==> src/rtl/huff_pkg.sv <==
`default_nettype none
// ============================================================================
// Package  : huff_pkg
// Purpose  : Shared widths, FSM encoding and symbol type for the Huffman feeder
// Revision : 1.0 - initial release
// ============================================================================
package huff_pkg;

  localparam int WORD_W  = 16;
  localparam int CHUNK_W = 4;
  localparam int LEN_W   = 3;

  typedef enum logic [2:0] {
    S_IDLE  = 3'd0,
    S_FETCH = 3'd1,
    S_FEED  = 3'd2,
    S_DRAIN = 3'd3,
    S_DONE  = 3'd4
  } state_t;

  typedef logic signed [3:0] sym_t;

  // Only the final word may be short; 0 or out-of-range counts mean a full word.
  function automatic logic [4:0] eff_nbits(input logic last, input logic [4:0] nbits);
    if (!last || nbits == 5'd0 || nbits > 5'(WORD_W)) return 5'(WORD_W);
    return nbits;
  endfunction

endpackage
`default_nettype wire

==> src/rtl/huff_word_slicer.sv <==
`default_nettype none
// ============================================================================
// Module   : huff_word_slicer
// Purpose  : Holds one packed word and hands it out MSB-first in <=CHUNK_W slices
// Revision : 1.0 - initial release
// ============================================================================
module huff_word_slicer #(
  parameter int WORD_W  = 16,
  parameter int CHUNK_W = 4,
  parameter int LEN_W   = 3,
  parameter int LEFT_W  = $clog2(WORD_W + 1)
) (
  input  logic               clk,
  input  logic               reset,
  input  logic               i_load,
  input  logic [WORD_W-1:0]  i_data,
  input  logic [LEFT_W-1:0]  i_nbits,
  input  logic               i_take,
  input  logic               i_clear,
  output logic [CHUNK_W-1:0] o_bits,
  output logic [LEN_W-1:0]   o_len,
  output logic               o_empty,
  output logic               o_final
);

  logic [WORD_W-1:0]  r_hold;
  logic [LEFT_W-1:0]  r_left;
  logic [CHUNK_W-1:0] w_top;

  always_comb begin
    w_top = r_hold[WORD_W-1 -: CHUNK_W];
    if (r_left >= LEFT_W'(CHUNK_W)) o_len = LEN_W'(CHUNK_W);
    else                            o_len = LEN_W'(r_left);
    // Short tail chunk: drop the unused low bits so the value is right-aligned.
    o_bits  = w_top >> (LEN_W'(CHUNK_W) - o_len);
    o_empty = (r_left == '0);
    o_final = !o_empty && (r_left <= LEFT_W'(CHUNK_W));
  end

  always_ff @(posedge clk) begin
    if (!reset || i_clear) begin
      r_hold <= '0;
      r_left <= '0;
    end else if (i_load) begin
      r_hold <= i_data;
      r_left <= i_nbits;
    end else if (i_take) begin
      r_hold <= r_hold << o_len;
      r_left <= r_left - LEFT_W'(o_len);
    end
  end

endmodule
`default_nettype wire

==> src/rtl/huff_feed_ctrl.sv <==
`default_nettype none
// ============================================================================
// Module   : huff_feed_ctrl
// Purpose  : Feeds packed codeword words to the Huffman decoder and counts symbols
// Revision : 1.0 - initial release
// ============================================================================
module huff_feed_ctrl #(
  parameter int WORD_W    = 16,
  parameter int CHUNK_W   = 4,
  parameter int LEN_W     = 3,
  parameter int CNT_W     = 16,
  parameter int DRAIN_MAX = 16
) (
  input  logic                clk,
  input  logic                reset,
  input  logic                start,
  input  logic [CNT_W-1:0]    sym_total,
  input  logic                w_valid,
  input  logic [WORD_W-1:0]   w_data,
  input  logic                w_last,
  input  logic [4:0]          w_nbits,
  output logic                w_ready,
  input  logic                dec_ready,
  output logic                dec_sValid,
  output logic [CHUNK_W-1:0]  dec_bits,
  output logic [LEN_W-1:0]    dec_len,
  input  logic                dec_tvalid,
  input  logic signed [3:0]   dec_data,
  output logic                out_valid,
  output logic signed [3:0]   out_data,
  output logic [CNT_W-1:0]    sym_count,
  output logic                busy,
  output logic                done,
  output logic                err
);
  import huff_pkg::*;

  localparam int LEFT_W = $clog2(WORD_W + 1);
  localparam int IDLE_W = $clog2(DRAIN_MAX + 1);

  state_t             r_state;
  logic [CNT_W-1:0]   r_total;
  logic [CNT_W-1:0]   r_count;
  logic               r_last;
  logic [IDLE_W-1:0]  r_idle;
  logic               r_w_ready;
  logic               r_sValid;
  logic [CHUNK_W-1:0] r_bits;
  logic [LEN_W-1:0]   r_len;
  logic               r_out_valid;
  sym_t               r_out_data;
  logic               r_busy;
  logic               r_done;
  logic               r_err;

  logic               w_sym;
  logic [CNT_W-1:0]   w_cnt_inc;
  logic               w_term;
  logic               w_hs;
  logic               w_load;
  logic               w_take;
  logic               w_timeout;
  logic [CHUNK_W-1:0] w_chunk_bits;
  logic [LEN_W-1:0]   w_chunk_len;
  logic               w_empty;
  logic               w_final;

  always_comb begin
    w_sym     = dec_tvalid && (r_state == S_FETCH || r_state == S_FEED || r_state == S_DRAIN);
    w_cnt_inc = (r_count == '1) ? r_count : r_count + CNT_W'(1);
    w_term    = w_sym && (w_cnt_inc == r_total);
    w_hs      = (r_state == S_FETCH) && w_valid && r_w_ready;
    w_load    = w_hs && !w_term;
    // r_sValid gap guarantees dec_ready reflects the previous chunk.
    w_take    = (r_state == S_FEED) && dec_ready && !r_sValid && !w_empty && !w_term;
    w_timeout = (r_state == S_DRAIN) && !dec_tvalid && (r_idle == IDLE_W'(DRAIN_MAX - 1));
  end

  huff_word_slicer #(
    .WORD_W  (WORD_W),
    .CHUNK_W (CHUNK_W),
    .LEN_W   (LEN_W),
    .LEFT_W  (LEFT_W)
  ) u_slicer (
    .clk     (clk),
    .reset   (reset),
    .i_load  (w_load),
    .i_data  (w_data),
    .i_nbits (LEFT_W'(eff_nbits(w_last, w_nbits))),
    .i_take  (w_take),
    .i_clear (w_term),
    .o_bits  (w_chunk_bits),
    .o_len   (w_chunk_len),
    .o_empty (w_empty),
    .o_final (w_final)
  );

  always_ff @(posedge clk) begin
    if (!reset) begin
      r_state     <= S_IDLE;
      r_total     <= '0;
      r_count     <= '0;
      r_last      <= 1'b0;
      r_idle      <= '0;
      r_w_ready   <= 1'b0;
      r_sValid    <= 1'b0;
      r_bits      <= '0;
      r_len       <= '0;
      r_out_valid <= 1'b0;
      r_out_data  <= '0;
      r_busy      <= 1'b0;
      r_done      <= 1'b0;
      r_err       <= 1'b0;
    end else begin
      r_sValid    <= 1'b0;
      r_out_valid <= 1'b0;
      r_done      <= 1'b0;
      if (w_sym) begin
        r_out_valid <= 1'b1;
        r_out_data  <= dec_data;
        r_count     <= w_cnt_inc;
      end
      // Job end pre-empts any handshake or chunk issue in the same cycle.
      if (w_term || w_timeout) begin
        r_state   <= S_DONE;
        r_done    <= 1'b1;
        r_busy    <= 1'b0;
        r_w_ready <= 1'b0;
        if (w_timeout) r_err <= 1'b1;
      end else begin
        case (r_state)
          S_IDLE: begin
            if (start) begin
              r_total <= sym_total;
              r_count <= '0;
              r_err   <= 1'b0;
              if (sym_total != '0) begin
                r_state   <= S_FETCH;
                r_busy    <= 1'b1;
                r_w_ready <= 1'b1;
              end else begin
                r_state <= S_DONE;
                r_done  <= 1'b1;
              end
            end
          end
          S_FETCH: begin
            if (w_hs) begin
              r_state   <= S_FEED;
              r_w_ready <= 1'b0;
              r_last    <= w_last;
            end
          end
          S_FEED: begin
            if (w_take) begin
              r_sValid <= 1'b1;
              r_bits   <= w_chunk_bits;
              r_len    <= w_chunk_len;
              if (w_final) begin
                r_idle <= '0;
                if (r_last) begin
                  r_state <= S_DRAIN;
                end else begin
                  r_state   <= S_FETCH;
                  r_w_ready <= 1'b1;
                end
              end
            end
          end
          S_DRAIN: r_idle <= dec_tvalid ? '0 : r_idle + IDLE_W'(1);
          S_DONE:  r_state <= S_IDLE;
          default: r_state <= S_IDLE;
        endcase
      end
    end
  end

  assign w_ready    = r_w_ready;
  assign dec_sValid = r_sValid;
  assign dec_bits   = r_bits;
  assign dec_len    = r_len;
  assign out_valid  = r_out_valid;
  assign out_data   = r_out_data;
  assign sym_count  = r_count;
  assign busy       = r_busy;
  assign done       = r_done;
  assign err        = r_err;

endmodule
`default_nettype wire

==> config.mk <==
export PLATFORM = sky130hd
export DESIGN_NAME = huff_feed_ctrl
export DESIGN_NICKNAME = d
export VERILOG_FILES = /design/src/rtl/huff_pkg.sv /design/src/rtl/huff_word_slicer.sv /design/src/rtl/huff_feed_ctrl.sv
export SDC_FILE = /design/constraint.sdc
export NUM_CORES = 1
export LEC_CHECK = 0
export CORE_ASPECT_RATIO = 1.5
export CORE_MARGIN = 8
export CORE_UTILIZATION = 59
export DETAILED_ROUTE_END_ITERATION = 16
export GPL_TIMING_DRIVEN = 1
export PLACE_DENSITY = 0.95
export SYNTH_ARGS = -nofsm -noshare
export SYNTH_HDL_FRONTEND = slang
export SYNTH_SLANG_ARGS = --single-unit
==> constraint.sdc <==
create_clock -name clk -period 8.58 [get_ports clk]
set_clock_uncertainty 0.2 [all_clocks]
set_input_delay 1.716 -clock clk [delete_from_list [all_inputs] [get_ports clk]]
set_output_delay 1.716 -clock clk [all_outputs]
set_load 0.005 [all_outputs]
==> results.py, run 1 <==
metrics = {
    "sta": {
        "hold_slack_ns": 0.2513,
        "fin_setup_tns_ns": 0,
        "min_period_ns": 4.722,
        "rsz0062_at_grt": "false",
        "tightest_slew_ns": 0.9221,
        "relSlewSlack_pct": 38.26,
        "final_max_slew_viol_count": 0,
        "max_freq_mhz": 211.8,
        "finalHoldViolCount": 0,
        "setup_viol": 0,
        "fin_crit_sh_pct": 55.03,
    },
    "status": {
        "status": "finished clean",
    },
    "clock_network": {
        "postCtsResizedCells": 0,
        "hold_buffers": 0,
        "cts_tree": "yes",
        "clk_latency_ns": 0.33,
        "cts.sinks": 79,
        "cts_inserted_buffers": 9,
        "htree_levels": 3,
        "post_cts.repair.setup_buffers": 0,
        "cts.reportedPaths.clkPinSlew_ns": 0.06,
        "cts_root_buf": "clkbuf_16",
        "cts_buffer_depth": 2,
    },
    "pwr": {
        "peakVddDrop_v": 0.0001042,
        "power_leakage_nw": 2.222,
        "pwr_density_cell_nw_per_um2": 142.5,
    },
    "routing": {
        "drt-total-wl_mm": 14.36,
        "via_count": 4903,
        "viasPerCell": 6.343,
        "drt_iter0_drc": 341,
        "first_pass_iters": 5,
        "antenna_left": 0,
        "wl_per_cell_um": 18.58,
        "drc_errors": 0,
    },
    "floorplanning": {
        "fp.dieW_um": 91.26,
        "start_util_pct": 60.31,
        "die_h_um": 128.9,
        "ioPinCount": 81,
        "fp-row-count": 41,
        "die-area_um2": 11760,
        "core-area_um2": 8310,
    },
    "logic_synthesis": {
        "syn-cell-area_um2": 5012,
        "synth_seq_cells": 79,
        "synth-async-reset-ratio_pct": 0,
        "ys_warn_count": 0,
        "synth_top_cells_by_area": "dfxtp_1 (32%), nand2_1 (6.8%), mux2i_1 (6.0%)",
        "ys_seq_area_share_pct": 31.55,
        "syn_area_per_cell_um2": 8.299,
        "post-synth-top-area-cell": "dfxtp_1",
        "synth_nets": 657,
        "synth_edf_count": 0,
        "synth_top_area_share_pct": 31.55,
        "synthFlopType": "dfxtp_1",
        "ys_types": 69,
        "synth_cells": 604,
    },
    "critical_path": {
        "path_max_fanout": 23,
        "worstSetupEndpointType": "flip-flop",
        "path_class": "input pin to flip-flop",
        "critPathRequiredTime_ns": 8.59,
        "cp-start-kind": "input pin",
        "crit_arrival_ns": 4.73,
        "rr_worst_depth": 10,
        "r2r_start": "sym_count[0]$_SDFF_PN0_",
        "reg2reg_slack_ns": 4.81,
        "rr_endpoint": "u_slicer.r_left[3]$_SDFFE_PP0P_",
    },
    "worst_hold_path": {
        "min-delay-start": "dec_bits[1]$_SDFFE_PN0P_",
        "min_path_type": "flip-flop to flip-flop",
        "holdPathStages": 2,
        "holdPathEnd": "dec_bits[1]$_SDFFE_PN0P_",
    },
    "placed_design": {
        "numPortBuffers": 80,
        "place_congestion": 0.9453,
        "hpwlAfterDp_mm": 10.55,
    },
    "finish": {
        "final_cell_mix": "nand2_1 (91), clkdlybuf4s50_1 (80), dfxtp_1 (79), nor2_1 (42), a21oi_1 (34)",
        "area_delta_synth_final_pct": 21.89,
        "finalNetCount": 714,
        "antenna_cells": 0,
        "fillers": 623,
        "final_common_cell": "nand2_1",
        "drive_gt1_share_pct": 8.859,
    },
    "grt": {
        "grt_overflow_total": 0,
        "grt.total_usage_pct": 24.43,
        "grt_pass1_wl_mm": 23.56,
        "grt_antenna_before_repair": 0,
        "grt_pass1_vias": 4886,
        "grt_start_max_net_pins": 51,
    },
    "job": {
        "maxCapViolations": 0,
    },
}
where the power goes:
| group | internal, W | total, W | switching (W) |
|---|---|---|---|
| logic | 0.0000594 | 0.000122 | 0.0000622 |
| clock network | 0.000211 | 0.000354 | 0.000144 |
| registers | 0.000379 | 0.000395 | 0.0000159 |
| total | 0.000649 | 0.000870 | 0.000222 |
per-layer routing:
metal,vias up,share of wire (%),GRT usage (%)
met5,-,0,0
met3,60,5.5,4.953
met2,223,53,43.74
met4,0,4.3,15.88
met1,2326,37,25.40
li1,2294,-,-
synth_stat cells (3+ instances only):
| cell | n |
|---|---|
| a211oi_1 | 8 |
| a21boi_0 | 17 |
| a21oi_1 | 34 |
| a311oi_1 | 3 |
| a31oi_1 | 5 |
| and2_1 | 7 |
| and3_1 | 15 |
| buf_2 | 12 |
| buf_6 | 3 |
| clkbuf_1 | 25 |
| dfxtp_1 | 79 |
| ha_1 | 5 |
| inv_1 | 12 |
| mux2i_1 | 30 |
| mux4_2 | 6 |
| nand2_1 | 91 |
| nand2b_1 | 4 |
| nand3_1 | 21 |
| nand3b_1 | 3 |
| nand4_1 | 5 |
| nor2_1 | 42 |
| nor2b_1 | 13 |
| nor3_1 | 16 |
| nor4_1 | 9 |
| nor4_2 | 3 |
| o2111ai_1 | 3 |
| o21a_1 | 4 |
| o21ai_0 | 20 |
| o22ai_1 | 6 |
| o31a_1 | 9 |
| o31ai_1 | 9 |
| or3_1 | 7 |
| xnor2_1 | 18 |
| xor2_1 | 13 |
kinds of logic (layout without fill, tap and decap cells):
family	after synthesis	after routing	synth area share (%)
AOI/OAI and AO/OA	138	138	19.72
xor gates and xnor gates	32	32	5.866
muxes	38	38	9.136
DFF	79	79	31.55
adders and majority gates	5	5	1.248
buffers and inverters	54	116	4.793
and+or+nand+nor	257	257	27.61
other	1	1	0.07482
cell type report:
class | instances | area [um2] | share of cell area, %
inverter | 12 | 45.04 | 0.7373
tap | 107 | 133.9 | 2.191
timing repair buffer | 88 | 860.8 | 14.09
clock inverter | 3 | 17.52 | 0.2867
clock buffer | 13 | 260.3 | 4.260
sequential | 79 | 1582 | 25.89
multi-input combinational | 471 | 3211 | 52.55
per-stage QoR:
stage | setup WS, ns | cells | utilization [%] | power [W] | area (um2)
after floorplan | 4.709 | 604 | - | 0.0004708 | 5012
after global placement | 3.624 | 757 | 70.17 | 0.0005169 | 5832
after detailed placement | 3.537 | 757 | 70.17 | 0.0005213 | 5832
after CTS | 3.859 | 773 | 73.52 | 0.0008740 | 6110
after global routing | 3.683 | 773 | 73.52 | 0.0009010 | 6110
final | 3.858 | 773 | 73.52 | 0.0008704 | 6110
worst max path at each step:
stage | startpoint | end | slack, ns | cells past startpoint
global route | dec_tvalid | r_state[1]$_SDFFE_PP0P_ | 3.68 | 9
global placement | dec_tvalid | r_state[1]$_SDFFE_PP0P_ | 3.62 | 9
detailed placement | dec_tvalid | r_state[1]$_SDFFE_PP0P_ | 3.54 | 9
floorplan | dec_tvalid | u_slicer.r_hold[8]$_SDFFE_PP0P_ | 4.71 | 9
CTS | dec_tvalid | r_state[1]$_SDFFE_PP0P_ | 3.86 | 9
finish | dec_tvalid | r_state[1]$_SDFFE_PP0P_ | 3.86 | 9
state kept, by name (all words and copies together), names as in the netlist, 3 cells and up:
name and cells:
r_total 16, dec_len 3, dec_bits 4, r_idle 5
u_slicer.r_left 5, u_slicer.r_hold 16, out_data 4, sym_count 16
r_state 3
critical path, stage by stage:
cell and delay, ns:
clkdlybuf4s50_1 0.52, nor3b_2 0.77, o211ai_1 0.26, a2111oi_4 0.31, nand4bb_4 0.19, o41ai_4 0.34
buf_4 0.34, nand2b_1 0.20, a211oi_1 0.06
Note: power is estimated with default switching activity, not from simulation.
==> run 2: changes to the inputs <==
--- a/config.mk
+++ b/config.mk
@@ -7,10 +7,10 @@
 export LEC_CHECK = 0
 export CORE_ASPECT_RATIO = 1.5
 export CORE_MARGIN = 8
-export CORE_UTILIZATION = 59
+export CORE_UTILIZATION = 54
 export DETAILED_ROUTE_END_ITERATION = 16
 export GPL_TIMING_DRIVEN = 1
-export PLACE_DENSITY = 0.95
+export PLACE_DENSITY = 0.91
 export SYNTH_ARGS = -nofsm -noshare
 export SYNTH_HDL_FRONTEND = slang
 export SYNTH_SLANG_ARGS = --single-unit
==> constraint.sdc (replaced) <==
create_clock -name clk -period 4.8 [get_ports clk]
set_clock_uncertainty 0.2 [all_clocks]
set_input_delay 0.96 -clock clk [delete_from_list [all_inputs] [get_ports clk]]
set_output_delay 0.96 -clock clk [all_outputs]
set_load 0.005 [all_outputs]
==> run 2 against run 1 <==
- critical endpoint is now u_slicer.r_left[3]$_SDFFE_PP0P_
- global-route usage decreased by 0.87 points
- non-clock buffer count increased by 1
- total power increased by 88%
- core utilization decreased by 6.2 points
- sequential power increased by 78%
- flip-flop and latch count unchanged
- final area increased by 0.76%
- via count increased by 0.33%
- first-iteration DRC count decreased by 21%
- clock power increased by 100%
- highest routed layer unchanged
- critical path type is now flip-flop to flip-flop
- die area increased by 7.8%
- combinational power increased by 78%
==> results.py, run 2 (synthesis results as in run 1) <==
metrics = {
    "status": {
        "status": "finished clean",
    },
    "worst_hold_path": {
        "min_path_type": "flip-flop to flip-flop",
        "holdPathStages": 2,
        "holdPathEnd": "dec_bits[0]$_SDFFE_PN0P_",
        "min-delay-start": "dec_bits[0]$_SDFFE_PN0P_",
    },
    "finish": {
        "multiInputGateArea_um2": 3211,
        "final_cell_mix": "nand2_1 (91), clkdlybuf4s50_1 (80), dfxtp_1 (79), nor2_1 (42), a21oi_1 (34)",
        "fin_area_um2": 6156,
        "regArea_um2": 1582,
        "final_util_pct": 67.31,
        "final_cells": 779,
        "final_common_cell": "nand2_1",
        "finalNetCount": 715,
        "area_delta_synth_final_pct": 22.82,
        "fillers": 753,
        "antenna_cells": 0,
        "drive_gt1_share_pct": 9.145,
    },
    "critical_path": {
        "crit_arrival_ns": 3.66,
        "critPathMaxStageDelay_ns": 0.53,
        "cp-start-kind": "flip-flop",
        "path_max_fanout": 20,
        "path_class": "flip-flop to flip-flop",
        "worstSetupEndpointType": "flip-flop",
        "critPathRequiredTime_ns": 4.84,
        "r2r_start": "sym_count[1]$_SDFF_PN0_",
        "path_cells": "ha_1 -> nand3_2 -> nor2_2 -> and3_1 -> xnor2_1 -> mux2i_1 -> nor4_4 -> buf_4 -> or2_4 -> a2111oi_2",
        "reg2reg_slack_ns": 1.17,
        "rr_worst_depth": 10,
        "crit_path_top_delay_cell": "mux2i_1",
        "rr_endpoint": "u_slicer.r_left[3]$_SDFFE_PP0P_",
    },
    "placed_design": {
        "place_congestion": 0.9312,
        "dp_cells": 763,
        "hpwlAfterDp_mm": 10.89,
        "placed_area_um2": 5846,
        "numPortBuffers": 80,
    },
    "sta": {
        "fin_setup_tns_ns": 0,
        "rsz0062_at_grt": "false",
        "tightest_slew_ns": 0.8926,
        "max_freq_mhz": 275.6,
        "fin_crit_sh_pct": 75.59,
        "finalHoldViolCount": 0,
        "final_max_slew_viol_count": 0,
        "min_period_ns": 3.628,
        "relSlewSlack_pct": 40.37,
        "setup_viol": 0,
    },
    "pwr": {
        "power_frac_comb_pct": 13.3,
        "sw_frac_of_total_pct": 25.61,
        "power_leakage_nw": 2.237,
        "p_clk_share_pct": 43.6,
        "intPower_w": 0.001215,
        "p_seq_share_pct": 43.1,
        "power.switching_w": 0.0004184,
        "peakVddDrop_v": 0.0001871,
        "pwr_density_cell_nw_per_um2": 265.3,
    },
    "floorplanning": {
        "fp.dieW_um": 94.67,
        "die-area_um2": 12680,
        "ioPinCount": 81,
        "core-area_um2": 9146,
        "fp-row-count": 43,
        "start_util_pct": 54.80,
        "die_h_um": 134.0,
    },
    "routing": {
        "wl_per_cell_um": 18.71,
        "antenna_left": 0,
        "drc_errors": 0,
        "drt-total-wl_mm": 14.57,
        "first_pass_iters": 5,
        "viasPerCell": 6.315,
        "via_count": 4919,
        "drt_iter0_drc": 269,
    },
    "clock_network": {
        "htree_levels": 3,
        "cts_inserted_buffers": 9,
        "hold_buffers": 0,
        "clk_latency_ns": 0.35,
        "cts_buffer_depth": 2,
        "cts_root_buf": "clkbuf_16",
        "cts.reportedPaths.clkPinSlew_ns": 0.06,
        "cts.sinks": 79,
        "post_cts.repair.setup_buffers": 0,
        "cts_tree": "yes",
        "postCtsResizedCells": 0,
    },
    "grt": {
        "grt_pass1_vias": 4931,
        "grt.total_usage_pct": 23.56,
        "grt_start_max_net_pins": 32,
        "grt_antenna_before_repair": 0,
        "grt_overflow_total": 0,
        "grt_pass1_wl_mm": 23.90,
    },
    "job": {
        "maxCapViolations": 0,
    },
}
[run 2: cell count changes in the layout (fill, tap and decap cells not counted)]
cell        change
clkinv_2        -2
clkinv_4        +1
clkinvlp_4      +1
buf_4           +1
clkbuf_1        -1
bufinv_16       +1
[run 2: power by group through the flow]
| stage | Sequential (W) | Combinational [W] | Clock [W] |
|---|---|---|---|
| 5_1_grt | 0.000706 | 0.000236 | 0.000739 |
| 3_3_place_gp | 0.000717 | 0.000210 | 0 |
| 4_1_cts | 0.000703 | 0.000216 | 0.000715 |
| 3_5_place_dp | 0.000718 | 0.000214 | 0 |
| 6_report | 0.000704 | 0.000217 | 0.000712 |
| 2_1_floorplan | 0.000706 | 0.000135 | 0 |
[run 2: worst max path at each step]
stage                                       start  slack [ns]                         endpoint
after detailed placement               dec_tvalid        1.03          r_state[0]$_SDFFE_PP0P_
final                     sym_count[1]$_SDFF_PN0_        1.17  u_slicer.r_left[3]$_SDFFE_PP0P_
after global placement                 dec_tvalid        1.08          r_state[1]$_SDFFE_PP0P_
after global routing      sym_count[0]$_SDFF_PN0_        0.81  u_slicer.r_left[3]$_SDFFE_PP0P_
after floorplan                        dec_tvalid        1.69  u_slicer.r_hold[8]$_SDFFE_PP0P_
after CTS                 sym_count[0]$_SDFF_PN0_        1.19  u_slicer.r_left[3]$_SDFFE_PP0P_
[run 2: through the flow]
step | hold slack [ns] | setup slack [ns] | total power, W
2_1_floorplan | 0.2347 | 1.685 | 0.0008416
3_3_place_gp | 0.2456 | 1.085 | 0.0009261
3_5_place_dp | 0.2562 | 1.033 | 0.0009316
4_1_cts | 0.2654 | 1.187 | 0.001635
5_1_grt | 0.2838 | 0.8137 | 0.001682
6_report | 0.2610 | 1.172 | 0.001633
[run 2: critical path, delay by kind of cell, from the launching register on]
kind	cells	cell delay, ns
adders and majority gates	1	0.37
muxes	1	0.53
and+or+nand+nor	5	1.19
AOI/OAI and AO/OA	1	0.35
buffers and inverters	1	0.23
DFF	1	0.49
xor gates and xnor gates	1	0.15
[run 2: layout make-up]
type                            instances  area share, %
Sequential cell                        79          25.69
Multi-Input combinational cell        471          52.15
Clock inverter                          4         0.8740
Tap cell                              112          2.276
Clock buffer                           12          4.167
Timing Repair Buffer                   89          14.11
Inverter                               12         0.7317
[run 2: per-layer routing]
layer | global-route usage, % | part of all wire [%]
met5 | 0 | 0
met3 | 5.089 | 6.1
met2 | 42.05 | 53
met4 | 14.56 | 5.2
met1 | 23.93 | 35
==> run 3: changes to the inputs <==
==> constraint.sdc (replaced) <==
create_clock -name clk -period 3.6 [get_ports clk]
set_clock_uncertainty 0.2 [all_clocks]
set_input_delay 0.72 -clock clk [delete_from_list [all_inputs] [get_ports clk]]
set_output_delay 0.72 -clock clk [all_outputs]
set_load 0.005 [all_outputs]
==> run 3 against run 2 <==
- register-to-register slack got worse by 0.88 ns
- highest routed layer unchanged
- fmax increased by 9.5%
- largest power group unchanged
- setup slack lost 0.88 ns
- first-iteration DRC count shrank 0.74%
- core utilization is 2.8 points higher
- via count rose by 1.8%
==> results.py, run 3 (synthesis results as in run 1) <==
metrics = {
    "status": {
        "status": "finished clean",
    },
    "floorplanning": {
        "fp.dieW_um": 94.67,
        "core-area_um2": 9146,
        "start_util_pct": 54.80,
        "fp-row-count": 43,
        "die_h_um": 134.0,
        "ioPinCount": 81,
        "die-area_um2": 12680,
    },
    "pwr": {
        "p_clk_share_pct": 43.1,
        "power_frac_comb_pct": 14.1,
        "peakVddDrop_v": 0.0002993,
        "intPower_w": 0.001633,
        "pwr_density_cell_nw_per_um2": 341.5,
        "power.switching_w": 0.0005577,
        "sw_frac_of_total_pct": 25.46,
        "p_seq_share_pct": 42.8,
        "power_leakage_nw": 2.409,
    },
    "placed_design": {
        "pre_cts_ws_ns": 0.2780,
        "hpwlAfterDp_mm": 11.64,
        "numPortBuffers": 80,
        "place_congestion": 0.9548,
        "dp_cells": 795,
        "placed_area_um2": 6098,
    },
    "sta": {
        "layout_setup_ws_ns": 0.2877,
        "hold_slack_ns": 0.2645,
        "tightest_slew_ns": 1.032,
        "setup_viol": 0,
        "min_period_ns": 3.312,
        "rsz0062_at_grt": "false",
        "final_max_slew_viol_count": 0,
        "fin_setup_tns_ns": 0,
        "relSlewSlack_pct": 30.78,
        "finalHoldViolCount": 0,
        "fin_crit_sh_pct": 92.01,
        "max_freq_mhz": 301.9,
    },
    "critical_path": {
        "critPathMaxStageDelay_ns": 0.50,
        "path_max_fanout": 6,
        "cp-start-kind": "flip-flop",
        "r2r_start": "sym_count[0]$_SDFF_PN0_",
        "cp.depth": 10,
        "cp_num_buf_inv": 1,
        "critPathRequiredTime_ns": 3.63,
        "reg2reg_slack_ns": 0.29,
        "crit_path_top_delay_cell": "o41ai_2",
        "rr_endpoint": "w_ready$_SDFFE_PP0P_",
        "path_class": "flip-flop to flip-flop",
        "rr_worst_depth": 10,
        "cp_top_family": "compound AO/OA/AOI/OAI gates",
        "worstSetupEndpointType": "flip-flop",
        "critical_path.most_common_cell": "o21ai_0",
        "path_cells": "ha_1 -> buf_4 -> xor2_1 -> o21ai_0 -> o21ai_0 -> a2111oi_4 -> nand4bb_4 -> o41ai_2 -> a2111oi_0 -> o21a_1",
        "crit_arrival_ns": 3.34,
    },
    "finish": {
        "regArea_um2": 1582,
        "area_delta_synth_final_pct": 27.98,
        "final_cell_mix": "nand2_1 (91), clkdlybuf4s50_1 (80), dfxtp_1 (79), nor2_1 (42), buf_4 (40)",
        "drive_gt1_share_pct": 13.45,
        "finalNetCount": 747,
        "multiInputGateArea_um2": 3217,
        "final_common_cell": "nand2_1",
        "fillers": 726,
        "antenna_cells": 0,
        "fin_area_um2": 6415,
        "final_cells": 811,
    },
    "grt": {
        "grt_antenna_before_repair": 0,
        "grt.total_usage_pct": 24.32,
        "grt_start_max_net_pins": 22,
        "grt_pass1_vias": 5001,
        "grt_pass1_wl_mm": 24.74,
        "grt_overflow_total": 0,
    },
    "worst_hold_path": {
        "min-delay-start": "r_idle[4]$_SDFFE_PN0P_",
        "holdPathStages": 2,
        "holdPathEnd": "r_idle[4]$_SDFFE_PN0P_",
        "min_path_type": "flip-flop to flip-flop",
    },
    "clock_network": {
        "cts.sinks": 79,
        "cts.reportedPaths.clkPinSlew_ns": 0.06,
        "post_cts.repair.setup_buffers": 0,
        "cts_inserted_buffers": 9,
        "cts_tree": "yes",
        "hold_buffers": 0,
        "clk_latency_ns": 0.34,
        "cts_buffer_depth": 2,
        "htree_levels": 3,
        "cts_root_buf": "clkbuf_16",
    },
    "routing": {
        "wl_per_cell_um": 18.57,
        "first_pass_iters": 5,
        "via_count": 5006,
        "drt_iter0_drc": 267,
        "drt-total-wl_mm": 15.06,
        "antenna_left": 0,
        "viasPerCell": 6.173,
        "drc_errors": 0,
    },
    "job": {
        "maxCapViolations": 0,
    },
}
run 3: power groups by stage:
stage | sequential [W] | clock (W) | combinational (W)
floorplan | 0.000942 | 0 | 0.000180
global placement | 0.000955 | 0 | 0.000296
detailed placement | 0.000956 | 0 | 0.000303
CTS | 0.000937 | 0.000953 | 0.000305
global route | 0.000941 | 0.000994 | 0.000335
finish | 0.000938 | 0.000944 | 0.000308
run 3: repair_timing:
item / in CTS / in global routing
resized for setup: 0 / 1
endpoints found under the setup margin: 0 / 1
hold endpoints to repair: 0 / 0
run 3: per-layer routing:
layer  global-route usage, %  part of all wire (%)  vias to the layer above
li1                        -                     -                     2355
met1                   25.97                    36                     2368
met5                       0                     0                        -
met2                   43.95                    54                      225
met4                   12.12                   4.7                        0
met3                   4.251                   5.4                       58
run 3: worst max path at each step:
| stage | from | endpoint | slack [ns] |
|---|---|---|---|
| CTS | sym_count[10]$_SDFF_PN0_ | w_ready$_SDFFE_PP0P_ | 0.20 |
| finish | sym_count[0]$_SDFF_PN0_ | w_ready$_SDFFE_PP0P_ | 0.29 |
| global route | sym_count[10]$_SDFF_PN0_ | w_ready$_SDFFE_PP0P_ | 0.07 |
| global placement | sym_count[12]$_SDFF_PN0_ | dec_sValid$_SDFF_PP0_ | 0.36 |
| floorplan | sym_count[0]$_SDFF_PN0_ | r_idle[2]$_SDFFE_PN0P_ | 0.53 |
| detailed placement | sym_count[10]$_SDFF_PN0_ | w_ready$_SDFFE_PP0P_ | 0.28 |
run 3: through the flow:
step,utilization (%),power (W)
floorplan,-,0.001122
global placement,66.68,0.001250
detailed placement,66.68,0.001259
CTS,70.07,0.002195
global route,70.14,0.002269
finish,70.14,0.002191
run 3: cell type report:
| class | count | area share (%) |
|---|---|---|
| Timing Repair Buffer | 121 | 17.48 |
| Tap cell | 112 | 2.185 |
| Sequential cell | 79 | 24.65 |
| Multi-Input combinational cell | 471 | 50.15 |
| Clock buffer | 12 | 3.998 |
| Inverter | 12 | 0.7022 |
| Clock inverter | 4 | 0.8387 |
run 3: tightest hold or removal path, delay by kind of cell (launching register included):
kind	cells	cell delay [ns]
muxes	1	0.06
DFF	1	0.31
and+or+nand+nor	1	0.05
==> variant 1 (settings of run 2) <==
Re-encode `state_t` (5 states) as one-hot, 5 bits wide.
--- a/src/rtl/huff_pkg.sv
+++ b/src/rtl/huff_pkg.sv
@@ -10,12 +10,12 @@
   localparam int CHUNK_W = 4;
   localparam int LEN_W   = 3;
 
-  typedef enum logic [2:0] {
-    S_IDLE  = 3'd0,
-    S_FETCH = 3'd1,
-    S_FEED  = 3'd2,
-    S_DRAIN = 3'd3,
-    S_DONE  = 3'd4
+  typedef enum logic [4:0] {
+    S_IDLE  = 5'b00001,
+    S_FETCH = 5'b00010,
+    S_FEED  = 5'b00100,
+    S_DRAIN = 5'b01000,
+    S_DONE  = 5'b10000
   } state_t;
 
   typedef logic signed [3:0] sym_t;
Check against the original RTL: no difference found for any inputs over 4 cycles, from zero or initial values and one cycle with reset low; so few cycles prove little.
==> variant 1 against run 2 <==
  * Sequential cell count increased by 2
  * Global-route usage increased by 1.2 points
  * Worst hold slack got worse by 7.7 ps
  * Area after synthesis decreased by 0.30%
  * Setup slack got worse by 420 ps
  * Cell area increased by 0.98%
  * Maximum frequency decreased by 10%
  * Synthesized cell count increased by 4.0%
  * Routed wire length increased by 8.1%
  * Utilization increased by 0.66 points
  * Sequential share of layout area increased by 0.40 points
Power is not compared: it rests on default switching activity, and its combinational part moved more than twofold at a synthesized area within 25%.
==> variant 1: results (changes against run 2) <==
Status
  – Status: finished clean (unchanged)

Placed design
  – Estimated wirelength of the detail-placed design: 11700 microns (was 10900 microns)
  – Placed cell areas: 5860 sq um (was 5850 sq um)
  – Port buffer count: 80 (unchanged)
  – GP Congestion: 0.937 (was 0.931)

CTS
  – H-tree levels: 3 (unchanged)
  – TritonCTS Buffers: 9 (unchanged)
  – CTS Root Cell: clkbuf_16 (unchanged)
  – Clock Latency Late Sink: 340 ps
  – Post-cts sizing count: 0 (unchanged)
  – Clock-pin slew on the worst setup and hold paths: 60 ps (about the same)
  – Clock Path Buffers: 2 (unchanged)
  – Post-CTS Setup Inserts: 0 (unchanged)

Yosys
  – Asr flop ratio synth: 0% (unchanged)
  – Synth cell types: 67 (was 69)
  – Sequential cell area fraction in the yosys report: 32.4% (was 31.6%)
  – Synth Warn #: 0 (unchanged)
  – Commonest cells post-synth: nand2_1 (82), dfxtp_1 (81), nor2_1 (64) (was nand2_1 (91), dfxtp_1 (79), nor2_1 (42))
  – Ranking of synthesized cells by area: dfxtp_1 (32%), mux2i_1 (7.6%), nand2_1 (6.2%), a21oi_1 (5.1%), nor2_1 (4.8%) (was dfxtp_1 (32%), nand2_1 (6.8%), mux2i_1 (6.0%), a21oi_1 (3.4%), nor2_1 (3.1%))
  – Mapped Nets: 681 (was 657)
  – Top FF cell, synth: dfxtp_1 (unchanged)

Layout
  – Nets: 743 (was 715)
  – Ant. Diodes: 0 (unchanged)
  – Share of layout cells above drive strength 1: 6.62% (was 9.15%)

Routing
  – Routed WL per cell: 19.5 microns (was 18.7 microns)
  – Initial DRT Pass Iterations: 5 (unchanged)
  – Top Layer Used: met4 (unchanged)
  – Drt via density: 6.56 (was 6.31)
  – Metal2 WL: 8140 microns (was 7750 microns)
  – DRC: 0 (unchanged)
  – Met3 wire len: 1160 microns (was 896 microns)
  – Met1 WL: 5580 microns (was 5160 microns)
  – Iteration-0 DRC Markers: 438 (was 269)

STA
  – Endpoints failing hold: 0 (unchanged)
  – Slew margin rel.: 39.6% (was 40.4%)

Setup path
  – CP Launch Type: flip-flop (unchanged)
  – Crit-path max FO: 9 (was 20)
  – Start of the worst register-to-register path: sym_count[0]$_SDFF_PN0_ (was sym_count[1]$_SDFF_PN0_)

Hold path
  – Hold wc startpoint: dec_bits[3]$_SDFFE_PN0P_ (was dec_bits[0]$_SDFFE_PN0P_)
  – Hold Path Class: flip-flop to flip-flop (unchanged)

Power and ir drop
  – VDD IR max: 310 uV
  – P_leak: 0.00231 uW

Global route
  – GRT Total Usage: 24.8% (was 23.6%)
  – Vias in the first global route: 5285 (was 4931)
  – First-pass GRT wire length: 25200 microns (was 23900 microns)
  – Largest net degree at the start of global routing: 30 (was 32)
  – Initial antenna violation count: 0 (unchanged)
[variant 1: changes by cell type after synthesis, moves of 5 or more]
cell / run 2 / this run
nand2_1: 91 / 82
o21ai_0: 20 / 27
mux2i_1: 30 / 38
nor2_1: 42 / 64
a21oi_1: 34 / 51
o31a_1: 9 / 1
o31ai_1: 9 / 4
a21boi_0: 17 / 4
and2_1: 7 / 2
nand4_1: 5 / 10
[variant 1: area by class of cell]
class / instances / area (sq um)
Sequential cell: 81 / 1620
Clock buffer: 11 / 233
Fill cell: 731 / 2930
Clock inverter: 5 / 128
Timing Repair Buffer: 89 / 868
Multi-Input combinational cell: 500 / 3190
Inverter: 9 / 33.8
Tap cell: 112 / 140
[variant 1: kinds of logic after synthesis]
family | after synthesis | share of synthesized area [%]
and+or+nand+nor | 274 | 28.3
AOI/OAI and AO/OA | 146 | 19.3
DFF | 81 | 32.4
buffers and inverters | 47 | 3.78
muxes | 44 | 9.64
xor gates and xnor gates | 30 | 5.26
adders and majority gates | 5 | 1.25
other | 1 | 0.0750
[variant 1: path summary, 6_finish.rpt]
path | end | slack [ps] | cells past startpoint
setup / recovery | dec_len[2]$_SDFFE_PN0P_ | 750 | 9
setup reg to reg | dec_len[2]$_SDFFE_PN0P_ | 750 | 9
hold / removal | dec_bits[3]$_SDFFE_PN0P_ | 250 | 2
hold reg to reg | dec_bits[3]$_SDFFE_PN0P_ | 250 | 2
[variant 1: report_power, final]
| group | leakage [uW] | internal [uW] | switching, uW |
|---|---|---|---|
| Sequential | 0.000656 | 727 | 65.0 |
| Clock | 0.000170 | 562 | 282 |
| Combinational | 0.00148 | 222 | 286 |
[variant 1: worst max-delay path, cell delays in order (launching register included)]
cell and delay [ps]:
dfxtp_1 470, ha_1 350, and4_1 290, nand4_1 410
a211oi_1 400, a221oi_1 180, or4_1 520, nor4_4 600
nor2_2 250, a211oi_2 280
[variant 1: metal layers]
metal / GRT usage (%) / vias to the layer above
met3: 3.91 / 68
met1: 25.6 / 2494
met2: 43.6 / 310
met5: 0 / -
li1: - / 2423
met4: 18.0 / 0
[variant 1: stage by stage]
stage,worst slack (ps),std cells,util [%],hold slack [ps]
3_3_place_gp,894,791,64.0,246
4_1_cts,811,807,68.0,258
3_5_place_dp,825,791,64.0,250
5_1_grt,570,807,68.0,292
6_report,755,807,68.0,253
2_1_floorplan,1210,628,-,235
==> variant 2 (config.mk and constraints of run 2) <==
Made on the original files. `LEN_W` is set to 3 in 3 places; all go to 6.
--- a/src/rtl/huff_pkg.sv
+++ b/src/rtl/huff_pkg.sv
@@ -8,7 +8,7 @@
 
   localparam int WORD_W  = 16;
   localparam int CHUNK_W = 4;
-  localparam int LEN_W   = 3;
+  localparam int LEN_W   = 6;
 
   typedef enum logic [2:0] {
     S_IDLE  = 3'd0,
--- a/src/rtl/huff_word_slicer.sv
+++ b/src/rtl/huff_word_slicer.sv
@@ -7,7 +7,7 @@
 module huff_word_slicer #(
   parameter int WORD_W  = 16,
   parameter int CHUNK_W = 4,
-  parameter int LEN_W   = 3,
+  parameter int LEN_W   = 6,
   parameter int LEFT_W  = $clog2(WORD_W + 1)
 ) (
   input  logic               clk,
--- a/src/rtl/huff_feed_ctrl.sv
+++ b/src/rtl/huff_feed_ctrl.sv
@@ -7,7 +7,7 @@
 module huff_feed_ctrl #(
   parameter int WORD_W    = 16,
   parameter int CHUNK_W   = 4,
-  parameter int LEN_W     = 3,
+  parameter int LEN_W     = 6,
   parameter int CNT_W     = 16,
   parameter int DRAIN_MAX = 16
 ) (
Ports: changed (resized dec_len); port bits go from 81 to 84. No check against the original RTL was run, so the function may have changed too.
==> variant 2 against run 2 <==
  * Routed wire length increased by 3.7%
  * Die area decreased by 1.1%
  * Power increased by 9.8%
  * Cell area decreased by 1.4%
  * Sequential power increased by 4.8%
  * Setup slack got worse by 230 ps
  * Register-to-register slack got worse by 220 ps
  * Clock power increased by 3.8%
  * Sequential cell count increased by 2
  * Area after synthesis decreased by 1.3%
  * Critical endpoint is now u_slicer.r_left[2]$_SDFFE_PP0P_
  * Largest cell class unchanged
==> variant 2: results (changes against run 2) <==
Routing
  – Detailed Route WL: 15100 microns (was 14600 microns)
  – Routed WL per cell: 18.9 microns (was 18.7 microns)
  – Iteration-0 DRC Markers: 344 (was 269)
  – Drt via density: 6.48 (was 6.31)

Global route
  – Met2 Usage GRT: 42.4% (was 42.0%)
  – First-pass GRT wire length: 24600 microns (was 23900 microns)

Yosys
  – Synth cell types: 73 (was 69)
  – Share of the synthesized area in the top cell type: 32.8% (was 31.6%)
  – Mapped Nets: 682 (was 657)
  – Commonest cells post-synth: nand2_1 (98), dfxtp_1 (81), a21oi_1 (62) (was nand2_1 (91), dfxtp_1 (79), nor2_1 (42))
  – Syn Area/Cell: 7.87 sq um (was 8.30 sq um)

Hold path
  – Hold wc startpoint: busy$_SDFFE_PP0P_ (was dec_bits[0]$_SDFFE_PN0P_)
  – Worst Hold Path EP: busy$_SDFFE_PP0P_ (was dec_bits[0]$_SDFFE_PN0P_)

STA
  – Slew margin rel.: 50.2% (was 40.4%)

Setup path
  – Reg-to-reg setup timing slack: 950 ps (was 1170 ps)
  – Crit path to: u_slicer.r_left[2]$_SDFFE_PP0P_ (was u_slicer.r_left[3]$_SDFFE_PP0P_)
  – FF-to-FF path depth: 9 (was 10)
  – Crit path launch: dec_tvalid (was sym_count[1]$_SDFF_PN0_)

Power and ir drop
  – Internal: 1290 uW (was 1210 uW)
  – Seq. pwr: 738 uW (was 704 uW)
  – Comb power: 317 uW (was 217 uW)

Placed design
  – Estimated wirelength of the detail-placed design: 11000 microns (was 10900 microns)
  – Port buffer count: 82 (was 80)
  – GP Congestion: 0.923 (was 0.931)

Status
  – Status: finished clean (unchanged)
variant 2: changes by cell type in the layout (fill, tap and decap cells not counted), sizes merged, moves of 8 or more:
cell    delta
a21boi    -16
a21oi     +27
o31a       -8
nor2      +10
a22o       +8
mux2i     -12
nand3     +12
variant 2: kinds of logic (layout without fill, tap and decap cells):
group	after synthesis	after routing	synth area share (%)
xor gates and xnor gates	26	26	4.88
AOI/OAI and AO/OA	162	162	22.4
buffers and inverters	57	117	5.26
DFF	81	81	32.8
and+or+nand+nor	275	275	28.5
muxes	21	21	4.78
adders and majority gates	5	5	1.26
other	2	2	0.152
variant 2: stage by stage:
| step | setup slack, ps | total power [uW] | hold WS, ps | cell area, sq um |
|---|---|---|---|---|
| floorplan | 1790 | 941 | 235 | 4950 |
| global placement | 797 | 1050 | 239 | 5760 |
| detailed placement | 567 | 1060 | 243 | 5760 |
| CTS | 922 | 1800 | 252 | 6070 |
| global route | 629 | 1860 | 273 | 6070 |
| finish | 938 | 1790 | 247 | 6070 |
variant 2: worst max-delay path, cell delays in order:
cell             delay (ps)
clkdlybuf4s50_1         520
or3b_2                  650
a21oi_1                 200
o221ai_1                140
and4b_4                 370
and3_1                  500
nor2_2                  190
a2111oi_2               360
variant 2: layer usage:
layer / part of all wire, % / vias to the layer above
met4: 4.8 / 0
met1: 34 / 2432
met5: 0 / -
met3: 7.7 / 60
met2: 53 / 302
li1: - / 2399
variant 2: cell type report:
type                       count  area [sq um]
clock buffer                  10           229
inverter                      10          37.5
multi-input combinational    491          3070
tap                          112           140
fill                         745          3020
timing repair buffer          91           888
sequential                    81          1620
clock inverter                 6          82.6
